$ cat config.mk
export PLATFORM = sky130hd
export DESIGN_NAME = ula_sync_gen
export DESIGN_NICKNAME = d
export VERILOG_FILES = /design/src/rtl/ula_timing_pkg.sv /design/src/rtl/ula_vcounter.sv /design/src/rtl/ula_sync_gen.sv
export SDC_FILE = /design/constraint.sdc
export NUM_CORES = 1
export LEC_CHECK = 0
export CAP_MARGIN = 10
export CORE_ASPECT_RATIO = 0.6
export CORE_MARGIN = 1
export CORE_UTILIZATION = 32
export CTS_BUF_LIST = sky130_fd_sc_hd__clkbuf_8
export CTS_CLUSTER_SIZE = 10
export DETAILED_ROUTE_END_ITERATION = 7
export GPL_TIMING_DRIVEN = 0
export PLACE_DENSITY = 0.61
export SLEW_MARGIN = 15
export SYNTH_ARGS = -nofsm -noshare
export SYNTH_HDL_FRONTEND = slang
export SYNTH_SLANG_ARGS = --single-unit
$ cat constraint.sdc
create_clock -name clock -period 3.5 [get_ports clock]
set_input_delay 0.525 -clock clock [delete_from_list [all_inputs] [get_ports clock]]
set_output_delay 0.525 -clock clock [all_outputs]
set_load 0.02 [all_outputs]
$ cat src/rtl/ula_timing_pkg.sv
`default_nettype none
// ============================================================================
//  Module      : ula_timing_pkg
//  Description : Shared ULA video timing constants (line/frame geometry,
//                sync, blanking and frame interrupt windows).
//  Revision    : 1.0 - initial release
// ============================================================================
package ula_timing_pkg;

    // Counter widths
    localparam int HC_W    = 10;
    localparam int VC_W    = 9;
    localparam int FRAME_W = 5;

    // Horizontal geometry, in pixel clocks
    localparam logic [HC_W-1:0] H_TOTAL    = 10'd912;
    localparam logic [HC_W-1:0] H_PAPER    = 10'd512;
    localparam logic [HC_W-1:0] HBLK_START = 10'd640;
    localparam logic [HC_W-1:0] HBLK_END   = 10'd831;
    localparam logic [HC_W-1:0] HS_START   = 10'd688;
    localparam logic [HC_W-1:0] HS_END     = 10'd751;

    // Vertical geometry, in lines
    localparam logic [VC_W-1:0] V_TOTAL    = 9'd312;
    localparam logic [VC_W-1:0] V_PAPER    = 9'd192;
    localparam logic [VC_W-1:0] VS_START   = 9'd248;
    localparam logic [VC_W-1:0] VS_END     = 9'd251;

    // Z80 frame interrupt window
    localparam logic [VC_W-1:0] INT_LINE   = 9'd248;
    localparam logic [HC_W-1:0] INT_HSTART = 10'd0;
    localparam logic [HC_W-1:0] INT_LEN    = 10'd128;

endpackage : ula_timing_pkg
`default_nettype wire

$ cat src/rtl/ula_vcounter.sv
`default_nettype none
// ============================================================================
//  Module      : ula_vcounter
//  Description : Line counter (0..V_TOTAL-1) and 5-bit frame counter,
//                advanced by the end-of-line strobe from the horizontal count.
//  Revision    : 1.0 - initial release
// ============================================================================
module ula_vcounter
    import ula_timing_pkg::*;
(
    input  logic               clock,
    input  logic               reset_n,
    input  logic               line_end,
    output logic [VC_W-1:0]    vc,
    output logic [FRAME_W-1:0] frame_cnt
);

    logic [VC_W-1:0]    r_vc;
    logic [FRAME_W-1:0] r_frame_cnt;
    logic               w_last_line;

    assign w_last_line = (r_vc == V_TOTAL - 9'd1);

    // Advance the line on every end-of-line strobe; bump the frame on line wrap
    always_ff @(posedge clock or negedge reset_n) begin
        if (!reset_n) begin
            r_vc        <= '0;
            r_frame_cnt <= '0;
        end else if (line_end) begin
            if (w_last_line) begin
                r_vc        <= '0;
                r_frame_cnt <= r_frame_cnt + 5'd1;
            end else begin
                r_vc        <= r_vc + 9'd1;
            end
        end
    end

    assign vc        = r_vc;
    assign frame_cnt = r_frame_cnt;

endmodule : ula_vcounter
`default_nettype wire

$ cat src/rtl/ula_sync_gen.sv
`default_nettype none
// ============================================================================
//  Module      : ula_sync_gen
//  Description : ULA video timing stage. Tracks line/frame count from the
//                free-running horizontal count and produces registered
//                sync, blanking, paper enable, frame INT and FLASH phase.
//  Revision    : 1.0 - initial release
// ============================================================================
module ula_sync_gen
    import ula_timing_pkg::*;
(
    input  logic            clock,
    input  logic            reset_n,
    input  logic [HC_W-1:0] hc,
    output logic [VC_W-1:0] vc,
    output logic            paper_en,
    output logic            blank_n,
    output logic            hsync_n,
    output logic            vsync_n,
    output logic            csync_n,
    output logic            int_n,
    output logic            flash
);

    logic [FRAME_W-1:0] w_frame_cnt;
    logic               w_hc_valid;
    logic               w_line_end;
    logic               w_paper;
    logic               w_hblank;
    logic               w_vblank;
    logic               w_hs_act;
    logic               w_vs_act;
    logic               w_blank_n;
    logic               w_int_act;
    logic               w_unused_frame;

    logic               r_paper_en;
    logic               r_blank_n;
    logic               r_hsync_n;
    logic               r_vsync_n;
    logic               r_csync_n;
    logic               r_int_n;

    // An out-of-range hc neither advances the line nor drives any active output
    assign w_hc_valid = (hc < H_TOTAL);
    assign w_line_end = (hc == H_TOTAL - 10'd1);

    ula_vcounter u_vcounter (
        .clock     (clock),
        .reset_n   (reset_n),
        .line_end  (w_line_end),
        .vc        (vc),
        .frame_cnt (w_frame_cnt)
    );

    // Decode uses vc before its update so each hc/vc pair stays consistent
    always_comb begin
        w_hblank  = (hc >= HBLK_START) && (hc <= HBLK_END);
        w_vblank  = (vc >= VS_START)   && (vc <= VS_END);
        w_paper   = w_hc_valid && (hc < H_PAPER) && (vc < V_PAPER);
        w_hs_act  = w_hc_valid && (hc >= HS_START) && (hc <= HS_END);
        w_vs_act  = w_hc_valid && w_vblank;
        w_blank_n = w_hc_valid && !(w_hblank || w_vblank);
        // Offset form keeps the window test unsigned without a constant-true compare
        w_int_act = w_hc_valid && (vc == INT_LINE) && ((hc - INT_HSTART) < INT_LEN);
    end

    // Register the decoded timing outputs (one clock of latency)
    always_ff @(posedge clock or negedge reset_n) begin
        if (!reset_n) begin
            r_paper_en <= 1'b0;
            r_blank_n  <= 1'b0;
            r_hsync_n  <= 1'b1;
            r_vsync_n  <= 1'b1;
            r_csync_n  <= 1'b1;
            r_int_n    <= 1'b1;
        end else begin
            r_paper_en <= w_paper;
            r_blank_n  <= w_blank_n;
            r_hsync_n  <= !w_hs_act;
            r_vsync_n  <= !w_vs_act;
            r_csync_n  <= !(w_hs_act || w_vs_act);
            r_int_n    <= !w_int_act;
        end
    end

    // Only the top frame bit is needed here: FLASH flips every 16 frames
    assign w_unused_frame = &{1'b0, w_frame_cnt[FRAME_W-2:0]};

    assign paper_en = r_paper_en;
    assign blank_n  = r_blank_n;
    assign hsync_n  = r_hsync_n;
    assign vsync_n  = r_vsync_n;
    assign csync_n  = r_csync_n;
    assign int_n    = r_int_n;
    assign flash    = w_frame_cnt[FRAME_W-1];

endmodule : ula_sync_gen
`default_nettype wire
Word-level counts from Yosys, hierarchy flattened
Cells that the tools add are included.
{ "op_classes": {"n_reduce_logical": 18, "n_addsub": 2, "eq_ne": 3, "muxes": 1, "order_cmp": 10, "div": 0, "bitwise": 0, "shift": 0, "mul": 0} }
{ "ops": {"columns": ["cell", "count"], "rows": [
  ["$ge A10 B10 Y1 const B", 2],
  ["$le A10 B10 Y1 const B", 2],
  ["$lt A10 B10 Y1 const B", 2],
  ["$eq A10 B10 Y1 const B", 1],
  ["$logic_and A1 B1 Y1", 10],
  ["$lt A10 B8 Y1 const B", 1],
  ["$add A9 B1 Y9 const B", 1],
  ["$eq A9 B8 Y1 const B", 1],
  ["$eq A9 B9 Y1 const B", 1],
  ["$ge A9 B8 Y1 const B", 1],
  ["$le A9 B8 Y1 const B", 1],
  ["$lt A9 B8 Y1 const B", 1],
  ["$mux W9", 1],
  ["$add A5 B1 Y5 const B", 1],
  ["$logic_not A1 Y1", 5],
  ["$logic_or A1 B1 Y1", 2],
  ["$reduce_and A2 Y1", 1]
]} }
{ "word_totals": {"rom_bits": 0, "mem_count": 0, "ff_bits": 20, "out_inout_bits": 16, "inputBits": 12, "word_cells": 42, "ramBits": 0, "latch_bits": 0} }

Longest topological paths before layout
Gate-level depths: netlist of the first run.
{ "depth": {"ltp_word": 5, "mapped_depth": 5} }

Modules after synthesis
A second synthesis of the first run with hierarchy kept.
{ "unflattened": {"hier_cells": 94, "hier_area_um2": 1014.7} }
{ "by_module_without_submodules": {"columns": ["mod", "seq_area_each_um2", "area_per_inst_um2", "n_inst", "cells_each"], "rows": [
  ["ula_vcounter", 350.3, 716.9, 1, 66],
  ["ula_sync_gen", 155.1, 297.8, 1, 28]
]} }

Worst setup path after synthesis of the first run
OpenSTA, ideal clock, no wires.
{ "synth_timing": {"kind": "input to register", "start": "in hc[5]", "end": "reg u_vcounter.r_vc[3] (netlist: u_vcounter.vc[3])", "setup_slack_ps": 1469, "arrival_time_ps": 1965, "setup_ps": 66, "n_path_buf": 1, "path_stages": 5, "t_required_ps": 3434, "cell_sequence": "or3_4 or3_1 buf_2 or4_1 nand2_1"} }
{ "synth_via": {"elab_chain_cells": 1} }
{ "synth_lines": {"columns": ["item", "line_no", "text"], "rows": [
  ["from (decl)", "ula_sync_gen.sv:14", "input logic [HC_W-1:0] hc,"],
  ["$eq A10 B10 Y1", "ula_sync_gen.sv:46", "assign w_line_end = (hc == H_TOTAL - 10'd1);"],
  ["to (signal assigned)", "ula_vcounter.sv:34", "r_vc <= r_vc + 9'd1;"],
  ["to (decl)", "ula_vcounter.sv:18", "logic [VC_W-1:0] r_vc;"]
]} }
No other way between the ends.
A chain may end at the register's enable or synchronous reset.

Final worst setup path of the first run
{ "layout_timing": {"start": "in hc[5]", "end": "reg u_vcounter.r_vc[8] (netlist: u_vcounter.vc[8])"} }
The elaborated chain is that of the path after synthesis.

==> results.sh, run 1 <==
export IMPL_vdd_drop_max_mv=0.176
export IMPL_synth_nets=110
export IMPL_cp_startpoint="hc[5]"
export IMPL_ys_seq_area_frac=0.513
export IMPL_max_cap_violations=0
export IMPL_firstDrtPassIters=4
export IMPL_internal_power_mw=0.337
export IMPL_coreArea_um2=2890
export IMPL_fin_crit_sh=0.677
export IMPL_end_kind="flip-flop"
export IMPL_slew_violations=0
export IMPL_viasPerCell=5.08
export IMPL_clock_root_buffer="clkbuf_8"
export IMPL_gp_congestion=0.733
export IMPL_vias=853
export IMPL_post_dp_hpwl_um=1750
export IMPL_rsz0062_at_grt="false"
export IMPL_grt_pass1_wl_um=3820
export IMPL_start_kind="input pin"
export IMPL_synthCells=95
export IMPL_htree_levels=1
export IMPL_grt_ovfl_total=0
export IMPL_grt_usage=0.162
export IMPL_grt_max_degree=21
export IMPL_nets=142
export IMPL_drive_gt1_frac=0.0873
export IMPL_hold_path_class="flip-flop to flip-flop"
export IMPL_worstSkewPairLatency_ps=260
export IMPL_final_cells=168
export IMPL_status="finished clean"
export IMPL_rows=15
export IMPL_dieHeight_um=45.0
export IMPL_place_inst=164
export IMPL_max_slew_margin=0.400
export IMPL_fin_util=0.468
export IMPL_area_delta_synth_final_pct=37.4
export IMPL_yosys_most_used_dff="dfrtp_1"
export IMPL_clockBufferDepth=2
export IMPL_postCtsSetupBuffers=0
export IMPL_cts_sinks=20
export IMPL_seqPwrFrac=0.550
export IMPL_crit_type="input pin to flip-flop"
export IMPL_min_from="u_vcounter.frame_cnt[4]"
export IMPL_ys_ff_latch=20
export IMPL_syn_area_um2=985
export IMPL_worst_pin_slew_ps=898
export IMPL_start_util=0.341
export IMPL_p_total_mw=0.435
export IMPL_syn_mean_instance_area_um2=10.4
export IMPL_drcViolationCount=0
export IMPL_drtIter0Drc=43
export IMPL_cp_required_ps=3640
export IMPL_finalWorstPathRequiredPeriod_ps=2370
export IMPL_crit_arrival_ps=2510
export IMPL_die_w_um=73.6
export IMPL_r2r_cells=4
export IMPL_post_drt_wl_per_cell_um=13.9
export IMPL_fin_area_um2=1350
export IMPL_cts_tree="yes"
export IMPL_antenna_found_initial=0
export IMPL_setup_viol_count_final=0
export IMPL_power_density_nw_per_um2=322
export IMPL_io_pins=28
export IMPL_clk_pin_slew_ps=70
export IMPL_hold_viol=0
export IMPL_cts_hold_buffers_added=0
export IMPL_rr_endpoint="u_vcounter.frame_cnt[1]"
export IMPL_ant_nets=0
export IMPL_power_frac_clock=0.345
export IMPL_fmax_mhz=422
export IMPL_switching_share=0.224
export IMPL_setup_tns_ps=0
export IMPL_placed_area_um2=1310
export IMPL_diodes=0
export IMPL_crit_fanout=7
export IMPL_reg2reg_slack_ps=1620
export IMPL_p_sw_mw=0.0975
export IMPL_yosysUniqueCellTypes=32
export IMPL_cts_resized=0
export IMPL_rr_startpoint="u_vcounter.vc[2]"
export IMPL_first_global_vias=768
export IMPL_cts_buffers=3
export IMPL_finClkSkew_ps=9.58
export IMPL_yosys_warnings=0
export IMPL_async_reset_ff_frac=1.00
export IMPL_combPwrFrac=0.105
export IMPL_synth_edf_count=0
export IMPL_portBuffers=27
export IMPL_cp_endpoint="u_vcounter.vc[8]"
export IMPL_drt_wl_total_um=2340
export IMPL_p_leak_nw=0.552
export IMPL_die_area_um2=3310
[cells in the final DEF (no fill, tap or decap), drive strengths merged, types with 4 or more instances in the layout]
master / n
clkdlybuf4s50: 27
dfrtp: 16
nand2: 9
nand3: 9
o21ai: 8
nor3: 7
xnor2: 4
xor2: 4
dfstp: 4
[final cells by class]
class / instances / area, um2
timing repair buffer: 27 / 270
buffer: 1 / 5.00
sequential: 20 / 505
fill: 296 / 1540
inverter: 2 / 7.51
multi-input combinational: 72 / 467
clock buffer: 3 / 41.3
clock inverter: 1 / 3.75
tap: 42 / 52.6
[sequential cells by signal, summed over array words and instances (netlist names)]
name	count
vsync_n	1
u_vcounter.frame_cnt	5
u_vcounter.vc	9
hsync_n	1
paper_en	1
csync_n	1
int_n	1
blank_n	1
[worst min-delay path by stage]
stage | endpoint | slack [ps] | depth (start not counted)
floorplan | blank_n | 230 | 0
global placement | u_vcounter.frame_cnt[4] | 460 | 1
detailed placement | u_vcounter.frame_cnt[4] | 460 | 1
CTS | u_vcounter.frame_cnt[4] | 470 | 1
global route | u_vcounter.frame_cnt[4] | 480 | 1
finish | u_vcounter.frame_cnt[4] | 470 | 1
[worst max-delay path: stages]
cell	delay, ps
clkdlybuf4s50_1	440
or3_4	410
nor3_1	660
o21ai_0	210
a22o_1	270
[per-layer routing]
metal  part of all wire  global-route usage
met5                  0                   0
met4             0.0034              0.0462
met3              0.052              0.0580
met2               0.41               0.224
met1               0.53               0.236
[synth_stat cells (2+ instances only)]
cell | n | area share
dfrtp_1 | 16 | 0.41
nand2_1 | 9 | 0.034
nand3_1 | 9 | 0.046
o21ai_0 | 8 | 0.041
nor3_1 | 7 | 0.036
dfstp_2 | 4 | 0.11
xnor2_1 | 4 | 0.036
xor2_1 | 4 | 0.036
ha_1 | 3 | 0.038
nand4_1 | 3 | 0.019
nor2_1 | 3 | 0.011
a22o_1 | 2 | 0.018
and4_1 | 2 | 0.018
inv_1 | 2 | 0.0076
or4_1 | 2 | 0.015
[through the flow]
stage	setup WS (ps)	hold WS [ps]
floorplan	1470	229
global placement	945	460
detailed placement	892	457
CTS	1160	472
global route	1020	484
finish	1130	466
[power by group through the flow]
stage | clock [mW] | sequential, mW | combinational [mW]
finish | 0.150 | 0.239 | 0.0457
global route | 0.168 | 0.240 | 0.0500
CTS | 0.156 | 0.239 | 0.0464
detailed placement | 0 | 0.243 | 0.0463
global placement | 0 | 0.243 | 0.0452
floorplan | 0 | 0.248 | 0.0114
[logic make-up (layout without fill, tap and decap cells)]
group | count (synthesis) | in the layout | share of synthesized area
and+or+nand+nor | 45 | 45 | 0.259
DFF | 20 | 20 | 0.513
AOI/OAI and AO/OA | 15 | 15 | 0.0940
xor gates and xnor gates | 8 | 8 | 0.0711
adders and majority gates | 3 | 3 | 0.0381
buffers and inverters | 3 | 34 | 0.0127
muxes | 1 | 1 | 0.0114
(Power assumes the default switching activity.)
==> inputs of run 2 (changes only) <==
--- a/config.mk
+++ b/config.mk
@@ -13,7 +13,7 @@
 export CTS_CLUSTER_SIZE = 10
 export DETAILED_ROUTE_END_ITERATION = 7
 export GPL_TIMING_DRIVEN = 0
-export PLACE_DENSITY = 0.61
+export PLACE_DENSITY = 0.64
 export SLEW_MARGIN = 15
 export SYNTH_ARGS = -nofsm -noshare
 export SYNTH_HDL_FRONTEND = slang
==> constraint.sdc (replaced) <==
create_clock -name clock -period 1.9 [get_ports clock]
set_input_delay 0.285 -clock clock [delete_from_list [all_inputs] [get_ports clock]]
set_output_delay 0.285 -clock clock [all_outputs]
set_load 0.02 [all_outputs]
==> run 2 against run 1 <==
Die area unchanged. Clock skew fell by 8.1 ps. Total power grew 94%. Non-clock buffer count increased by 1. First-iteration DRC count increased by 40%. Count of clock-buffer cells in the layout increased by 1. Worst setup slack got worse by 1100 ps. Critical path type unchanged. Critical endpoint is now u_vcounter.vc[3].
==> results.sh, run 2 (synthesis results as in run 1) <==
export IMPL_rows=15
export IMPL_seqPwrFrac=0.522
export IMPL_cts_sinks=20
export IMPL_firstDrtPassIters=4
export IMPL_rr_startpoint="u_vcounter.vc[0]"
export IMPL_grt_max_degree=21
export IMPL_post_drt_wl_per_cell_um=14.3
export IMPL_hold_viol=0
export IMPL_final_common_cell="clkdlybuf4s50_1"
export IMPL_hold_path_class="input pin to flip-flop"
export IMPL_power_frac_clock=0.373
export IMPL_io_pins=28
export IMPL_max_slew_margin=0.428
export IMPL_grt_pass1_wl_um=3750
export IMPL_fin_area_um2=1410
export IMPL_drcViolationCount=0
export IMPL_final_cell_mix="clkdlybuf4s50_1, dfrtp_1, nand2_1, o21ai_0, nand3_1"
export IMPL_finalWorstPathRequiredPeriod_ps=1850
export IMPL_largest_reg_flops=9
export IMPL_slew_violations=0
export IMPL_crit_type="input pin to flip-flop"
export IMPL_internal_power_mw=0.661
export IMPL_start_util=0.341
export IMPL_crit_arrival_ps=2050
export IMPL_viasPerCell=5.18
export IMPL_placed_area_um2=1310
export IMPL_portBuffers=27
export IMPL_finClkSkew_ps=1.43
export IMPL_coreArea_um2=2890
export IMPL_post_dp_hpwl_um=1780
export IMPL_max_cap_violations=0
export IMPL_r2r_cells=4
export IMPL_antenna_found_initial=0
export IMPL_clock_root_buffer="clkbuf_8"
export IMPL_grt_usage=0.153
export IMPL_first_global_vias=782
export IMPL_combPwrFrac=0.104
export IMPL_fmax_mhz=540
export IMPL_worstSkewPairLatency_ps=250
export IMPL_drt_wl_total_um=2420
export IMPL_drtIter0Drc=60
export IMPL_fin_crit_sh=0.974
export IMPL_cts_buffers=3
export IMPL_crit_fanout=9
export IMPL_vdd_drop_max_mv=0.368
export IMPL_setup_tns_ps=0
export IMPL_start_kind="input pin"
export IMPL_cts_tree="yes"
export IMPL_worst_pin_slew_ps=855
export IMPL_dieHeight_um=45.0
export IMPL_largest_register="u_vcounter.vc"
export IMPL_cts_hold_buffers_added=0
export IMPL_diodes=0
export IMPL_die_w_um=73.6
export IMPL_grt_ovfl_total=0
export IMPL_p_leak_nw=0.602
export IMPL_ant_nets=0
export IMPL_power_density_nw_per_um2=597
export IMPL_end_kind="flip-flop"
export IMPL_area_delta_synth_final_pct=43.5
export IMPL_htree_levels=1
export IMPL_cp_startpoint="hc[0]"
export IMPL_setup_viol_count_final=0
export IMPL_p_sw_mw=0.183
export IMPL_clockBufferDepth=2
export IMPL_status="finished clean"
export IMPL_drive_gt1_frac=0.134
export IMPL_vias=875
export IMPL_rr_endpoint="int_n"
export IMPL_gp_congestion=0.765
export IMPL_rsz0062_at_grt="true"
export IMPL_reg2reg_slack_ps=90
export IMPL_switching_share=0.217
export IMPL_nets=143
export IMPL_die_area_um2=3310
export IMPL_cp_required_ps=2100
export IMPL_cp_endpoint="u_vcounter.vc[3]"
export IMPL_clk_pin_slew_ps=70
==> run 2: cell count changes in the layout (fill, tap and decap cells not counted), sizes merged <==
cell / change
dlygate4sd2: +4
buf: +1
clkbuf: +1
dlymetal6s2s: +2
inv: -1
clkdlybuf4s50: -6
==> run 2: routing by layer <==
layer	GRT usage	vias up	part of all wire
li1	-	417	-
met1	0.201	427	0.45
met2	0.259	31	0.48
met3	0.0469	0	0.073
met4	0.0231	0	0
met5	0	-	0
==> run 2: area by class of cell <==
class,instances,area [um2]
fillers,278,1480
repair buffers,28,278
inverters,2,7.51
multi-input cells,72,503
clock buffers,4,55.1
plain buffers,1,11.3
flip-flops and latches,20,505
well taps,42,52.6
==> run 2: worst min path at each step <==
stage / startpoint / endpoint / slack [ps] / cells past startpoint
final: hc[7] / hsync_n / 410 / 2
after global routing: hc[7] / hsync_n / 410 / 2
after CTS: hc[9] / paper_en / 460 / 2
after detailed placement: u_vcounter.frame_cnt[3] / u_vcounter.frame_cnt[3] / 460 / 1
after global placement: u_vcounter.frame_cnt[3] / u_vcounter.frame_cnt[3] / 460 / 1
after floorplan: reset_n / blank_n / -10 / 0
==> run 2: what timing repair did <==
action	4_1_cts	5_1_grt
resized for setup	8	6
pin swaps	1	0
endpoints found under the setup margin	4	6
setup buffers	1	0
==> run 2: power groups by stage <==
stage / Clock [mW] / Sequential (mW) / Combinational, mW
final: 0.315 / 0.440 / 0.0881
after global routing: 0.343 / 0.441 / 0.0962
after CTS: 0.328 / 0.440 / 0.0850
after detailed placement: 0 / 0.448 / 0.0853
after global placement: 0 / 0.448 / 0.0829
after floorplan: 0 / 0.456 / 0.0210
==> run 2: stage by stage <==
step                      hold WS, ps  power, mW   util  instances  setup WS [ps]
after floorplan                 -10.6      0.477      -         95            109
after global placement            460      0.531  0.452        164           -408
after detailed placement          464      0.534  0.452        164           -497
after CTS                         464      0.853  0.478        169           17.4
after global routing              413      0.881  0.489        169          -8.31
final                             406      0.843  0.489        169           48.9
==> run 2: critical path, stage by stage <==
cell	delay, ps
clkdlybuf4s50_1	480
nand4_1	180
or3_1	380
buf_6	150
or4_1	490
nand2_1	70
==> inputs of run 3 (changes only) <==
--- a/config.mk
+++ b/config.mk
@@ -13,7 +13,6 @@
 export CTS_CLUSTER_SIZE = 10
 export DETAILED_ROUTE_END_ITERATION = 7
 export GPL_TIMING_DRIVEN = 0
-export PLACE_DENSITY = 0.64
 export SLEW_MARGIN = 15
 export SYNTH_ARGS = -nofsm -noshare
 export SYNTH_HDL_FRONTEND = slang
==> run 3 against run 2 <==
Global-route usage is 0.25 points lower. First-iteration DRC count fell by 48%. Die area is the same. Register-to-register slack lost 20 ps. Final area decreased by 2.7%. Sequential power hardly changed. Critical path type unchanged. Critical endpoint unchanged. Largest power group unchanged.
==> results.sh, run 3 (synthesis results as in run 1) <==
export IMPL_die_area_um2=3310
export IMPL_drt_wl_total_um=2270
export IMPL_portBuffers=27
export IMPL_max_cap_violations=0
export IMPL_crit_path_cell_trace="dlygate4sd2_1 -> or3_4 -> or3_1 -> buf_6 -> or4_1 -> nand2_1"
export IMPL_end_kind="flip-flop"
export IMPL_grt_pass1_wl_um=3590
export IMPL_worst_pin_slew_ps=842
export IMPL_coreArea_um2=2890
export IMPL_power_density_nw_per_um2=579
export IMPL_dieHeight_um=45.0
export IMPL_cp_required_ps=2100
export IMPL_die_w_um=73.6
export IMPL_path_buf_inv=2
export IMPL_area_delta_synth_final_pct=39.6
export IMPL_finalWorstPathRequiredPeriod_ps=1840
export IMPL_gp_congestion=0.777
export IMPL_place_ws_ps=-432
export IMPL_largest_reg_flops=9
export IMPL_p_total_mw=0.796
export IMPL_first_global_vias=775
export IMPL_cts_buffers=3
export IMPL_diodes=0
export IMPL_cts_sinks=20
export IMPL_fmax_mhz=544
export IMPL_final_cells=168
export IMPL_post_dp_hpwl_um=1710
export IMPL_fillerInstances=284
export IMPL_worstSkewPairLatency_ps=260
export IMPL_clockBufferDepth=2
export IMPL_status="finished clean"
export IMPL_io_pins=28
export IMPL_p_leak_nw=0.583
export IMPL_post_drt_wl_per_cell_um=13.5
export IMPL_crit_arrival_ps=2040
export IMPL_ant_nets=0
export IMPL_grt_ovfl_total=0
export IMPL_htree_levels=1
export IMPL_largest_register="u_vcounter.vc"
export IMPL_rsz0062_at_grt="false"
export IMPL_reg2reg_slack_ps=70
export IMPL_cp_slowest_cell="or4_1"
export IMPL_drcViolationCount=0
export IMPL_worst_slack_ps=63.1
export IMPL_firstDrtPassIters=4
export IMPL_hold_path_class="input pin to flip-flop"
export IMPL_crit_type="input pin to flip-flop"
export IMPL_max_slew_margin=0.437
export IMPL_antenna_found_initial=0
export IMPL_hold_viol=0
export IMPL_clk_pin_slew_ps=70
export IMPL_max_stage_delay_ps=500
export IMPL_start_util=0.341
export IMPL_fin_crit_sh=0.967
export IMPL_drive_gt1_frac=0.111
export IMPL_setup_viol_count_final=0
export IMPL_vias=852
export IMPL_drtIter0Drc=31
export IMPL_grt_usage=0.151
export IMPL_cts_hold_buffers_added=0
export IMPL_viasPerCell=5.07
export IMPL_slew_violations=0
export IMPL_grt_max_degree=21
export IMPL_crit_fanout=9
export IMPL_final_cell_mix="clkdlybuf4s50_1, dfrtp_1, nand2_1, o21ai_0, nand3_1"
export IMPL_place_inst=164
export IMPL_finClkSkew_ps=8.08
export IMPL_final_common_cell="clkdlybuf4s50_1"
export IMPL_rows=15
export IMPL_vdd_drop_max_mv=0.297
export IMPL_nets=142
export IMPL_cts_tree="yes"
export IMPL_clock_root_buffer="clkbuf_8"
export IMPL_start_kind="input pin"
export IMPL_crit_family="simple AND/OR/NAND/NOR gates"
==> run 3: changes by cell type in the layout (fill, tap and decap cells not counted), sizes merged <==
cell and change:
buf -1, clkbuf -1, inv +1
==> run 3: worst paths after layout <==
path                                      endpoint                    start  cells after the start
max                               u_vcounter.vc[3]                    hc[5]                      6
min                                        hsync_n                    hc[7]                      2
max reg2reg                                  int_n         u_vcounter.vc[0]                      4
min reg2reg                u_vcounter.frame_cnt[4]  u_vcounter.frame_cnt[4]                      1
max in group asynchronous                  blank_n                  reset_n                      1
min in group asynchronous         u_vcounter.vc[5]                  reset_n                      1
==> run 3: stage by stage <==
stage	TNS (ps)	hold slack, ps	cell area (um2)	util
2_1_floorplan	0	-10.6	985	-
3_5_place_dp	-2970	456	1310	0.452
6_report	0	376	1380	0.476
3_3_place_gp	-2830	457	1310	0.452
4_1_cts	0	471	1360	0.472
5_1_grt	0	398	1380	0.476
==> run 3: where the power goes <==
part / switching (mW) / internal [mW]
clock: 0.129 / 0.144
sequential: 0.00665 / 0.434
combinational: 0.0414 / 0.0411
==> run 3: cell type report <==
class	count	area [um2]	area share
Sequential cell	20	505	0.368
Timing Repair Buffer	27	270	0.197
Tap cell	42	52.6	0.0382
Clock buffer	3	41.3	0.0300
Multi-Input combinational cell	72	483	0.351
Inverter	2	7.51	0.00546
Buffer	1	11.3	0.00819
Clock inverter	1	3.75	0.00273
==> run 3: what timing repair did <==
item,CTS,global route
endpoints found under the setup margin,5,5
gates resized for setup,8,3
buffers inserted,0,0
pin swaps,0,1
==> run 3: per-layer routing <==
layer	global-route usage	up-vias	routed length, um
li1	-	416	-
met4	0.0462	0	27
met3	0.0513	4	122
met2	0.239	29	998
met1	0.198	403	1130
met5	0	-	0
==> variant 1 (settings of run 3) <==
Change the package constant `FRAME_W` from 5 to 10.
--- a/src/rtl/ula_timing_pkg.sv
+++ b/src/rtl/ula_timing_pkg.sv
@@ -11,5 +11,5 @@
     localparam int HC_W    = 10;
     localparam int VC_W    = 9;
-    localparam int FRAME_W = 5;
+    localparam int FRAME_W = 10;
 
     // Horizontal geometry, in pixel clocks
Check against the original RTL: no difference found for any inputs over 10 cycles, from zero or initial values and one cycle with reset_n low; that may be too few to reach the edited logic, so the function may still have changed.
==> variant 1 against run 3 <==
The flow now finishes with violations (negative hold slack). Routed wire length increased by 27%. Global-route usage shrank 0.10 points. Total power grew 20%. Critical path depth fell by 1. Final area increased by 20%. Sequential cell count grew 5. Count of clock-buffer cells in the layout unchanged. Setup slack got worse by 0.0076 ns. Area after synthesis increased by 29%. Combinational power hardly changed. Sequential share of layout area is 1.3 points higher. Synthesized cell count up 22%. Critical path type unchanged.
==> variant 1: results (changes against run 3) <==
status: finished, violations left
violated checks: negative hold slack
number of fill cells in the layout: 358 (+26%)
multi-input combinational gate total: 85 (+18%)
slowest CP cell: or4b_4
footprint of the multi-input gates: 641 sq um (+33%)
max reg flops: 10 (+1)
Hold Path Class: in -> async
Least-Margin Pin Slew: 0.641 ns (-0.201 ns)
clk slew on worst S/H paths: 0.09 ns (+0.02 ns)
WHS: -0.0199 ns (-0.396 ns)
nets@finish: 161 (+13%)
Vias: 1,001 (+17%)
switch share: 0.236 (+0.0131)
sequential share of cell area: 0.381 (+0.0133)
leakage: 0.743 nW (+27%)
final hold violations: 21 (+21)
synth cell count leaders: dfrtp_1, nand2_1, nand3_1
placer's final routability congestion estimate: 0.780 (+0.37%)
critical path's largest stage delay: 0.58 ns (+0.08 ns)
P_clk: 325 uW (+19%)
Clock-cell share: 0.0295 (-0.00328)
IR drop worst, VDD: 0.351 mV (+18%)
Inverters: 3 (+1)
post-DP HPWL: 2.27 mm (+32%)
Cell Area, Placed: 0.00160 sq mm (+22%)
-- variant 1: cell families (layout without fill, tap and decap cells) --
logic type	Yosys count	count (layout)	share of synthesized area
and+or+nand+nor	54	54	0.283
DFF	25	25	0.496
AOI/OAI and AO/OA	13	13	0.0600
xor gates and xnor gates	13	13	0.0895
buffers and inverters	6	35	0.0246
adders and majority gates	3	3	0.0295
muxes	2	2	0.0177
-- variant 1: per-layer routing --
metal / share of wire / track usage / up-vias
met4: 0.0035 / 0.0282 / 0
li1: - / - / 485
met1: 0.52 / 0.222 / 489
met2: 0.43 / 0.223 / 25
met3: 0.044 / 0.0372 / 2
met5: 0 / 0 / -
-- variant 1: final timing paths --
| kind | to | slack (ns) | depth (start not counted) |
|---|---|---|---|
| setup / recovery | u_vcounter.vc[4] | 0.06 | 5 |
| hold / removal | u_vcounter.frame_cnt[7] | -0.02 | 1 |
| setup reg to reg | csync_n | 0.21 | 5 |
| hold reg to reg | u_vcounter.frame_cnt[7] | 0.46 | 1 |
| max in group asynchronous | vsync_n | 1.55 | 1 |
| min in group clock | u_vcounter.frame_cnt[7] | 0.46 | 1 |
-- variant 1: through the flow --
step            util  power (mW)  worst slack [ns]  std cells  hold slack [ns]
6_report       0.442       0.953            0.0555        192          -0.0199
4_1_cts        0.442       0.967          0.000493        193            0.464
2_1_floorplan      -       0.584            0.0754        116          -0.0106
5_1_grt        0.442        1.00        -0.0000342        192           0.0220
3_5_place_dp   0.428       0.642            -0.524        190            0.450
3_3_place_gp   0.428       0.640            -0.498        190            0.455
-- variant 1: timing repair --
item,4_1_cts,5_1_grt
pin swaps,2,3
hold buffers,0,0
resized for setup,6,4
endpoints found under the setup margin,16,8
==> variant 2 (settings of run 3) <==
Without the edit above. Reset style: synchronous (`reset_n`), changed in 2 clocked blocks.
--- a/src/rtl/ula_vcounter.sv
+++ b/src/rtl/ula_vcounter.sv
@@ -23,5 +23,5 @@
 
     // Advance the line on every end-of-line strobe; bump the frame on line wrap
-    always_ff @(posedge clock or negedge reset_n) begin
+    always_ff @(posedge clock) begin
         if (!reset_n) begin
             r_vc        <= '0;
--- a/src/rtl/ula_sync_gen.sv
+++ b/src/rtl/ula_sync_gen.sv
@@ -67,5 +67,5 @@
 
     // Register the decoded timing outputs (one clock of latency)
-    always_ff @(posedge clock or negedge reset_n) begin
+    always_ff @(posedge clock) begin
         if (!reset_n) begin
             r_paper_en <= 1'b0;
Function: differs if reset_n is asserted again (counterexample within 4 cycles, from zero or initial values and one cycle with reset_n low); with reset_n held inactive, the same outputs for 10 cycles.
==> variant 2 against run 3 <==
Via count rose by 16%. Setup slack got worse by 0.017 ns. Final area rose by 11%. Total power rose by 15%. Sequential cell count did not move. Routed wire length rose by 15%. Global-route usage rose by 2.7 points. Area after synthesis fell by 4.4%. Cell count rose by 19%. Fmax fell by 0.94%. Critical endpoint is now u_vcounter.frame_cnt[2]. Largest power group is now the clock network.
==> variant 2: results (changes against run 3) <==
status: finished clean
post-place setup slack: -0.531 ns (-0.0995 ns)
number of fill cells in the layout: 232 (-18%)
WHS: 0.480 ns (+0.104 ns)
Hold Path Class: reg -> reg
First DRT Iteration DRCs: 43 (+39%)
worst clock skew: 0.00338 ns (-0.00470 ns)
placer's final routability congestion estimate: 0.767 (-1.3%)
Area contributors post-synth: dfxtp_1, or4_1, a21oi_1, nand2_1, xnor2_1
slowest CP cell: or4_4
non-filler instance count after layout: 200 (+19%)
global-route wire length before repair: 4.28 mm (+19%)
sequential share of cell area: 0.268 (-0.0991)
share of layout cells above drive strength 1: 0.238 (+0.126)
Clock-cell share: 0.0468 (+0.0140)
post-DP HPWL: 1.78 mm (+3.8%)
Repair and plain buffers: 47 (+68%)
synth cell count leaders: dfxtp_1, nand2_1, a21oi_1
Netlist cell types: 26 (-19%)
critical path peak fanout: 7 (-2)
WL/cell: 13.1 um (-3.1%)
Slew HR: 0.672 (+0.235)
Vias: 992 (+16%)
critical path's largest stage delay: 0.48 ns (-0.02 ns)
vias in the first global route: 947 (+22%)
syn nets: 128 (+16%)
## variant 2: cell count changes after synthesis, sizes merged, moves of 5 or more
cell          run 3  this run
dfrtp            16         0
dfxtp             0        20
a21oi             1        10
or4               2         7
## variant 2: where the power goes
group | internal (mW) | switching (mW) | total [mW] | leakage, nW
registers | 0.419 | 0.000816 | 0.420 | 0.164
clock network | 0.281 | 0.142 | 0.424 | 0.0357
logic | 0.0390 | 0.0345 | 0.0735 | 0.328
## variant 2: logic make-up after synthesis
family,synth area share
buffers and inverters,0.0385
adder cells (fa/ha/maj),0.0399
AND/OR/NAND/NOR,0.297
multiplexers,0.0106
XOR/XNOR,0.0465
flip-flops,0.426
AO/OA/AOI/OAI,0.142
## variant 2: path summary, 6_finish.rpt
check,startpoint,end
worst min-delay path,u_vcounter.frame_cnt[4],u_vcounter.frame_cnt[4]
worst max-delay path,hc[5],u_vcounter.frame_cnt[2]
worst max register to register,u_vcounter.vc[0],u_vcounter.frame_cnt[4]
worst min register to register,u_vcounter.frame_cnt[4],u_vcounter.frame_cnt[4]
## variant 2: what timing repair did
| item | in CTS | in global routing |
|---|---|---|
| setup endpoints to repair | 12 | 6 |
| hold buffers | 0 | 0 |
| cloned | 0 | 0 |
| resized for setup | 15 | 8 |
| pin swaps | 8 | 2 |
| hold endpoints to repair | 0 | 0 |
| buffers inserted | 14 | 4 |
## variant 2: worst min-delay path, stage by stage, from the launching register on
cell     delay (ns)
dfxtp_1        0.32
o31ai_1        0.06
a21oi_1        0.06
## variant 2: routing by layer
layer,up-vias,GRT usage,share of wire
met5,-,0,0
met4,0,0.0549,0.013
met3,6,0.0419,0.039
met2,22,0.262,0.43
met1,449,0.258,0.52
li1,515,-,-
